**src/rtl/instr_fetch_unit.sv**
```systemverilog
// instr_fetch_unit
// Instruction source for simple_cpu. It holds a writable program store,
// steps a program counter and issues one registered instruction per cycle.
// It supports stall, jump and a halt word that ends the run. When no real
// instruction goes out it drives NOP_WORD, because the CPU executes every
// cycle.

module instr_fetch_unit #(
  parameter int                     INSTR_WIDTH = 20,
  parameter int                     PC_BITS     = 5,
  parameter logic [INSTR_WIDTH-1:0] NOP_WORD    = '0,
  parameter logic [INSTR_WIDTH-1:0] HALT_WORD   = '1
) (
  input  logic                   clk,
  input  logic                   rst,
  input  logic                   prog_we,
  input  logic [PC_BITS-1:0]     prog_addr,
  input  logic [INSTR_WIDTH-1:0] prog_wdata,
  input  logic                   start,
  input  logic                   stall,
  input  logic                   jump_en,
  input  logic [PC_BITS-1:0]     jump_addr,
  output logic [INSTR_WIDTH-1:0] instruction,
  output logic                   instr_valid,
  output logic [PC_BITS-1:0]     pc,
  output logic                   busy,
  output logic                   done
);

  localparam int DEPTH = 1 << PC_BITS;

  typedef enum logic [1:0] {
    IDLE = 2'd0,
    RUN  = 2'd1,
    DONE = 2'd2
  } state_t;

  state_t state;

  // Set after the top word has been issued. The run then ends on the next
  // edge, so the counter never wraps back to address 0.
  logic end_pending;

  logic [INSTR_WIDTH-1:0] mem [DEPTH];

  logic [PC_BITS-1:0]     fetch_addr;
  logic [INSTR_WIDTH-1:0] fetch_word;
  logic                   fetch_is_halt;
  logic                   fetch_is_last;

  // A jump overrides the counter for this fetch only. The read is
  // combinational, so the word is registered on the same edge.
  assign fetch_addr    = jump_en ? jump_addr : pc;
  assign fetch_word    = mem[fetch_addr];
  assign fetch_is_halt = (fetch_word == HALT_WORD);
  assign fetch_is_last = (fetch_addr == {PC_BITS{1'b1}});

  assign busy = (state == RUN);
  assign done = (state == DONE);

  // Program store writes. The store is locked while a run is in progress.
  // It has no reset, so a program survives a reset.
  always_ff @(posedge clk) begin
    if (prog_we && (state != RUN)) begin
      mem[prog_addr] <= prog_wdata;
    end
  end

  // Fetch sequencer: run control, program counter and the registered
  // instruction stream to the CPU.
  always_ff @(posedge clk or posedge rst) begin
    if (rst) begin
      state       <= IDLE;
      pc          <= '0;
      instruction <= NOP_WORD;
      instr_valid <= 1'b0;
      end_pending <= 1'b0;
    end else begin
      case (state)
        IDLE, DONE: begin
          instruction <= NOP_WORD;
          instr_valid <= 1'b0;
          end_pending <= 1'b0;
          if (start) begin
            state <= RUN;
            pc    <= '0;
          end
        end

        RUN: begin
          if (end_pending) begin
            state       <= DONE;
            instruction <= NOP_WORD;
            instr_valid <= 1'b0;
            end_pending <= 1'b0;
          end else if (stall) begin
            instruction <= NOP_WORD;
            instr_valid <= 1'b0;
          end else if (fetch_is_halt) begin
            state       <= DONE;
            instruction <= NOP_WORD;
            instr_valid <= 1'b0;
            pc          <= fetch_addr;
          end else begin
            instruction <= fetch_word;
            instr_valid <= 1'b1;
            if (fetch_is_last) begin
              pc          <= fetch_addr;
              end_pending <= 1'b1;
            end else begin
              pc <= fetch_addr + PC_BITS'(1);
            end
          end
        end

        default: begin
          state       <= IDLE;
          instruction <= NOP_WORD;
          instr_valid <= 1'b0;
          end_pending <= 1'b0;
        end
      endcase
    end
  end

endmodule

```
**config.mk**
```make
export PLATFORM = sky130hd
export DESIGN_NAME = instr_fetch_unit
export DESIGN_NICKNAME = d
export VERILOG_FILES = /design/src/rtl/instr_fetch_unit.sv
export SDC_FILE = /design/constraint.sdc
export NUM_CORES = 1
export LEC_CHECK = 0
export CORE_AREA = 2 2 291 293
export DETAILED_ROUTE_END_ITERATION = 8
export DIE_AREA = 0 0 293 295
export PLACE_DENSITY = 0.51
export SETUP_SLACK_MARGIN = 0.05
export SYNTH_ARGS = -nofsm -noshare
export SYNTH_HDL_FRONTEND = slang
export SYNTH_SLANG_ARGS = --single-unit
export TNS_END_PERCENT = 10
```
**constraint.sdc**
```tcl
create_clock -name clk -period 3.9 [get_ports clk]
set_input_delay 0.78 -clock clk [delete_from_list [all_inputs] [get_ports clk]]
set_output_delay 0.78 -clock clk [all_outputs]
set_load 0.01 [all_outputs]
```
==> implementation parameters, run 1 <==
Parameter                              Value

Die
  Number of rows created at floorplan ... approximately 110
  Y dimension of the die ... between 200 and 300 um
  Die ar. ... around 0.086 mm^2
  Core outline area ... slightly above 0.08 mm^2
  Horizontal die dimension ... approximately 290 um
  IO Pins ... between 60 and 70
  Initial standard-cell utilization of the core ... 0.3479

Timing
  Final critical-path share of the clock period ... 0.9704
  Minimum period implied by the final worst setup slack ... 3785 ps
  RSZ-0062 raised after global routing ... no
  Setup-failing EPs final ... 0
  Max-slew headroom ... 0.1780
  Pin slew with the least headroom to its limit ... around 1200 ps
  Final Slew Violations ... 0
  Setup skew after layout ... approximately 24 ps
  Hold Violations, Final ... 0
  Worst hold slack ... 507.0 ps
  Peak clock frequency supported by timing ... 264.2 MHz
  Final worst-path setup slack ... 115.5 ps

Worst setup path
  Cell with the biggest individual delay on the critical path ... dfrtp_4
  Critical path arrival ... approximately 4300 ps
  Stages on worst setup path ... 14
  Path depth of the worst reg2reg path ... 14
  Critical Path Fanout Max ... 13
  Type of origin of the critical path ... flip-flop
  Most prevalent standard cell on the critical path ... buf_4
  Critical path cell sequence ... buf_6, nor3b_2, or2_2, buf_12, buf_4, a221oi_1, a22oi_1, a22o_1, nor3_1, buf_4, nor4_4, and4_4, or3_1, a32o_1
  Delay-heaviest family, CP ... simple AND/OR/NAND/NOR gates
  Critical path capture point type ... flip-flop
  Required time reported for the critical path endpoint ... roughly 4400 ps
  Crit Path Class ... flip-flop to flip-flop
  Count of buffering cells on the critical path with inverters included ... 4
  Critical path's largest stage delay ... approximately 580 ps

Logic synthesis
  Fraction of synthesized cell area taken by the top area cell type ... 0.6643
  Most instantiated cells after synthesis ... edfxtp_1 (640), a21oi_1 (215), nand2_1 (169)
  Nets in the synthesized netlist ... 2155
  Number of standard cells after synthesis ... about 2100
  Cell Area, Synth ... just under 0.03 mm^2
  Sequential fraction of the synthesis area ... 0.6894
  Async SR Flop Fraction ... 0.04335
  Number of distinct library cells after synthesis ... 79
  Library cell with the largest summed area after synthesis ... edfxtp_1
  Warning count from the yosys run ... 0
  Leading cell type by number of instances after synthesis ... edfxtp_1
  Biggest area contributors in the synthesized netlist ... edfxtp_1 (66%), a21oi_1 (3.7%), dfrtp_1 (2.5%)
  Seq cells post-synth ... approximately 670
  Most used DFF post-synth ... edfxtp_1
  Number of flops mapped to enable cells by yosys ... 640
  Mean Syn Cell Area ... approximately 14 um^2

Drt
  Remaining antenna violation count after routing ... 0
  DR WL/cell ... 29.16 um
  DRC viols ... 0
  Count of routing violations after the opening detailed-route iteration ... roughly 2800
  Final WL ... approximately 100000 um
  First-pass DRT Iterations ... 6
  Drt via density ... 5.784
  Detailed-route via count ... 20600

Layout
  Fraction of final layout cells with drive strength greater than 1 ... 0.2164
  Syn-to-layout area delta ... 22.75%
  Antenna cell count ... 0
  Fill cells ... around 7400
  Final nets ... 2460

Global routing
  Met2 usage in global routing ... 0.3849
  M3 GR Usage ... 0.03315
  GR met1 Demand/Resource ... 0.3346
  Antenna violations before repair ... 3
  Wire length of the first global-routing pass ... between 100000 and 150000 um
  Number of global-route vias before repair ... 20230
  Overall track demand over capacity in global routing ... 0.2394
  GRT Max-Usage Layer ... met2
  Largest net degree at the start of global routing ... between 70 and 80
  Overflow left after global routing ... 0

CTS
  Inserted Clock Buffers ... 76
  CTS Hold Buffers Added ... 0
  Clock tree buffer depth ... 3
  Worst-Skew Late Latency ... slightly above 600 ps
  Library cell used as clock root buffer ... clkbuf_16
  Clock slew seen by the registers of the worst setup and hold paths ... roughly 60 ps
  Clock sinks ... between 600 and 700
  Htree depth ... 3
  Clock tree from TritonCTS ... done

Hold path
  Min-Delay Path Class ... flip-flop to flip-flop
  Worst Hold Path Cells ... 1

Placement
  Setup slack at placement ... -571.9 ps
  Half-perimeter wire length after placement ... slightly below 70000 um
  Input/output buffers ... 63
  RD Place Congestion ... between 0.9 and 1

Pwr
  Worst vdd rail ir drop ... ~420 uV
  Total chip power ... about 21000 uW
  Static Leakage ... 0.01229 uW
  Power per cell area ... approximately 600 mW/mm^2

Outcome
  Run status ... completed

Run
  Number of max-cap violations ... 0
-- cell usage in the layout, fill, tap and decap left out, types with 6 or more instances in the layout --
cell type        Yosys  layout
a221oi_1            42      40
clkinv_1             0      16
a21o_1               9       9
and2_1               6       6
clkdlybuf4s50_1      0      60
a22o_1               7       7
o211ai_1            13      13
nor2b_1             64      63
bufinv_16            0       7
o21ai_0             78      78
buf_4               15     285
a32oi_1             24      23
a31oi_1             19      19
nand2b_1            10      10
a22oi_1             38      38
edfxtp_1           640     640
a211oi_1            28      28
inv_6                1       6
mux4_2              31      31
inv_1              103     103
o221ai_1            55      55
nor2_2               1      36
nand3b_1             9       9
and3_1              12      12
clkinv_2             0      10
nand4_1             14      14
a21oi_1            215     215
mux2i_1             36      36
dfrtp_1             29      26
nor3_1              16      15
a32o_1              11      11
clkbuf_16            0      78
nand3_1             58      58
buf_12               3      36
a2bb2oi_1            9       9
nand2_1            169     169
clkbuf_1            79      11
nor2_1              99      64
o22ai_1             30      30
-- final timing paths --
| kind | from | to | slack [ps] |
|---|---|---|---|
| min in group asynchronous | rst | instruction[17] | 560 |
| setup / recovery | pc[0] | pc[1] | 120 |
| max in group asynchronous | rst | pc[0] | 2980 |
| hold / removal | end_pending | state[0] | 510 |
| setup reg to reg | pc[0] | pc[1] | 120 |
| hold reg to reg | end_pending | state[0] | 510 |
-- metal layers --
layer	vias up	share of wire	routed length [um]
met3	168	0.072	7503
met2	1009	0.47	48530
met5	-	0.000096	10
li1	8865	-	-
met4	2	0.033	3417
met1	10550	0.43	44360
-- per-stage QoR --
stage	std cells	setup TNS [ps]	cell area (um^2)	utilization
2_1_floorplan	2118	0	28930	-
3_3_place_gp	3425	-15850	33000	0.3969
3_5_place_dp	3425	-15000	33000	0.3969
4_1_cts	3561	0	35450	0.4263
5_1_grt	3561	0	35510	0.4270
6_report	3561	0	35510	0.4270
-- state kept, by name (all words and copies together) (netlist names) --
name	flops
end_pending	1
instruction	20
state	2
pc	5
mem	640
instr_valid	1
-- power breakdown --
| part | internal, uW | switching (uW) | leakage, uW |
|---|---|---|---|
| Clock | 4150 | 2940 | 0.00118 |
| Sequential | 8030 | 191 | 0.00612 |
| Combinational | 2500 | 3660 | 0.00498 |
| Total | 14700 | 6790 | 0.0123 |
-- worst register-to-register path: stages, from the launching register on --
cell and delay (ps):
dfrtp_4 580, buf_6 240, nor3b_2 70, or2_2 320, buf_12 170, buf_4 170
a221oi_1 380, a22oi_1 170, a22o_1 250, nor3_1 240, buf_4 230, nor4_4 50
and4_4 190, or3_1 350, a32o_1 270
-- area by class of cell --
type | instances | area, um^2 | share of cell area
sequential | 669 | 19950 | 0.5619
multi-input combinational | 1185 | 7848 | 0.2210
timing repair buffer | 386 | 3517 | 0.09905
clock buffer | 90 | 2007 | 0.05652
tap | 1080 | 1351 | 0.03805
clock inverter | 46 | 435.4 | 0.01226
inverter | 105 | 399.1 | 0.01124
-- cells by family after synthesis --
kind of cell	after synthesis	share of synthesized area
flops	669	0.6894
buf+inv	264	0.04407
fa+ha+maj	1	0.0004324
simple gates	483	0.08071
mux	75	0.04061
compound gates	626	0.1448
-- what timing repair did --
item | 4_1_cts | 5_1_grt
endpoints found under the setup margin | 1 | 29
buffers inserted | 0 | 0
gates resized for setup | 1 | 13
Power figures use the tool's default switching activity.
==> inputs of run 2 (changes only) <==
--- a/config.mk
+++ b/config.mk
@@ -6,4 +6,5 @@
 export NUM_CORES = 1
 export LEC_CHECK = 0
+export CAP_MARGIN = 25
 export CORE_AREA = 2 2 291 293
 export DETAILED_ROUTE_END_ITERATION = 8
==> constraint.sdc (replaced) <==
create_clock -name clk -period 3.9 [get_ports clk]
set_input_delay 0.78 -clock clk [delete_from_list [all_inputs] [get_ports clk]]
set_output_delay 0.78 -clock clk [all_outputs]
set_load 0.02 [all_outputs]
==> implementation parameters, run 2 (synthesis gave the netlist of run 1 again) <==
Parameter                              Value

Drt
  DR WL/cell ... slightly below 30 um
  Final WL ... 104100 um
  Count of routing violations after the opening detailed-route iteration ... between 2000 and 3000
  Detailed-route via count ... ~21000
  First-pass DRT Iterations ... 6
  Drt via density ... between 5 and 6
  DRC viols ... 0
  Remaining antenna violation count after routing ... 0

Placement
  Input/output buffers ... 63
  Instance count after placement with tap cells included ... between 3000 and 4000
  RD Place Congestion ... ~0.92
  Half-perimeter wire length after placement ... approximately 68000 um

CTS
  Library cell used as clock root buffer ... clkbuf_16
  Clock slew seen by the registers of the worst setup and hold paths ... about 60 ps
  Htree depth ... 3
  Inserted Clock Buffers ... 75
  Clock tree from TritonCTS ... done
  Clock sinks ... about 670
  Clock tree buffer depth ... 3
  Setup Fix Bufs, Post-CTS ... 0
  Worst-Skew Late Latency ... a little over 600 ps

Timing
  Setup-failing EPs final ... 0
  Peak clock frequency supported by timing ... 265.0 MHz
  Pin slew with the least headroom to its limit ... 777.0 ps
  Final Slew Violations ... 0
  Hold Violations, Final ... 0
  Final critical-path share of the clock period ... 0.9676
  RSZ-0062 raised after global routing ... no
  Max-slew headroom ... 0.4820
  Setup skew after layout ... roughly 25 ps
  Minimum period implied by the final worst setup slack ... about 3800 ps

Global routing
  GR met1 Demand/Resource ... 0.3347
  Antenna violations before repair ... 2
  Met2 usage in global routing ... 0.3813
  Largest net degree at the start of global routing ... between 70 and 80
  Overall track demand over capacity in global routing ... 0.2399
  Wire length of the first global-routing pass ... ~150000 um
  M3 GR Usage ... 0.03097
  Number of global-route vias before repair ... a little over 20000
  GRT Max-Usage Layer ... met2
  Overflow left after global routing ... 0

Pwr
  Worst vdd rail ir drop ... about 340 uV
  Static Leakage ... between 0.01 and 0.015 uW
  Switching share of power ... 0.3193
  Total chip power ... ~21000 uW
  Part of the power in registers ... 0.384
  Clock power share ... 0.323
  Combinational fraction of design power ... 0.292
  Net Sw Power ... about 6800 uW
  Cell-internal power ... ~15000 uW
  Power per cell area ... roughly 600 mW/mm^2

Die
  Horizontal die dimension ... roughly 290 um
  IO Pins ... 64
  Die ar. ... ~0.086 mm^2
  Number of rows created at floorplan ... between 100 and 150
  Core outline area ... 0.08316 mm^2
  Y dimension of the die ... around 300 um
  Initial standard-cell utilization of the core ... 0.3479

Run
  Number of max-cap violations ... 0

Worst setup path
  Critical path arrival ... about 4300 ps
  Most prevalent standard cell on the critical path ... buf_4
  Delay-heaviest family, CP ... simple AND/OR/NAND/NOR gates
  Required time reported for the critical path endpoint ... 4390 ps
  Crit Path Class ... flip-flop to flip-flop
  Cell with the biggest individual delay on the critical path ... dfrtp_4
  Critical Path Fanout Max ... 13
  Critical path's largest stage delay ... between 500 and 600 ps
  Count of buffering cells on the critical path with inverters included ... 4
  Critical path capture point type ... flip-flop
  Critical path cell sequence ... buf_6, nor3b_2, or2_2, buf_12, buf_4, a221oi_1, a22oi_1, a22o_1, nor3_1, buf_4, nor4_4, and4_4, or3_1, a32o_1
  Type of origin of the critical path ... flip-flop

Layout
  Fraction of final layout cells with drive strength greater than 1 ... 0.2172
  Commonest non-fill, non-tap cell in the layout ... edfxtp_1
  Max FFs per register ... 640
  Fraction of the core area covered by cells at the end of the flow ... 0.4273
  Syn-to-layout area delta ... 22.83%
  Layout Cells excl Fill ... around 3600
  Fill cells ... between 7000 and 8000
  Register with the most flip-flops ... mem
  Final nets ... between 2000 and 2500
  Registers with the highest flip-flop counts ... mem (640), instruction (20), pc (5)
  Highest-count cells in the layout ignoring fill and taps ... edfxtp_1 (640), buf_4 (285), a21oi_1 (215), nand2_1 (169), inv_1 (103)
  Antenna cell count ... 0

Hold path
  Min-Delay Path Class ... flip-flop to flip-flop

Outcome
  Run status ... completed
[run 2: area by class of cell]
cell class	instances	area, um^2	area share
Clock buffer	95	2067	0.05817
Clock inverter	41	307.8	0.008662
Inverter	105	399.1	0.01123
Multi-Input combinational cell	1185	7848	0.2209
Sequential cell	669	19950	0.5615
Tap cell	1080	1351	0.03803
Timing Repair Buffer	391	3607	0.1015
[run 2: per-layer routing]
layer	share of wire	wire [um]	vias up
li1	-	-	8871
met1	0.42	43800	10600
met2	0.46	48160	1030
met3	0.078	8099	178
met4	0.038	3973	2
met5	0.00012	13	-
[run 2: final timing paths]
kind / start / to / slack, ps / cells after the start
max in group asynchronous: rst / pc[1] / 2940 / 3
hold / removal: end_pending / state[0] / 530 / 1
min in group asynchronous: rst / state[1] / 600 / 3
setup / recovery: pc[0] / pc[1] / 130 / 14
hold reg to reg: end_pending / state[0] / 530 / 1
setup reg to reg: pc[0] / pc[1] / 130 / 14
[run 2: power groups by stage]
stage / clock (uW) / combinational (uW) / sequential (uW)
6_report: 6910 / 6250 / 8210
3_3_place_gp: 0 / 6100 / 8370
3_5_place_dp: 0 / 6130 / 8370
2_1_floorplan: 0 / 2940 / 8380
4_1_cts: 7020 / 6160 / 8220
5_1_grt: 7290 / 6580 / 8220
[run 2: through the flow]
| stage | setup WS, ps | hold slack (ps) | setup TNS, ps | cell area [um^2] |
|---|---|---|---|---|
| after detailed placement | -606.6 | 517.6 | -15840 | 33070 |
| after CTS | 17.26 | 537.8 | 0 | 35450 |
| final | 126.4 | 533.4 | 0 | 35530 |
| after global placement | -603.8 | 514.3 | -15850 | 33000 |
| after global routing | 54.55 | 546.0 | 0 | 35530 |
| after floorplan | 488.0 | 447.6 | 0 | 28930 |
[run 2: repair_timing]
| item | CTS | global route |
|---|---|---|
| hold endpoints to repair | 0 | 0 |
| setup endpoints to repair | 16 | 29 |
| cloned | 0 | 0 |
| resized for setup | 1 | 12 |
| hold buffers | 0 | 0 |
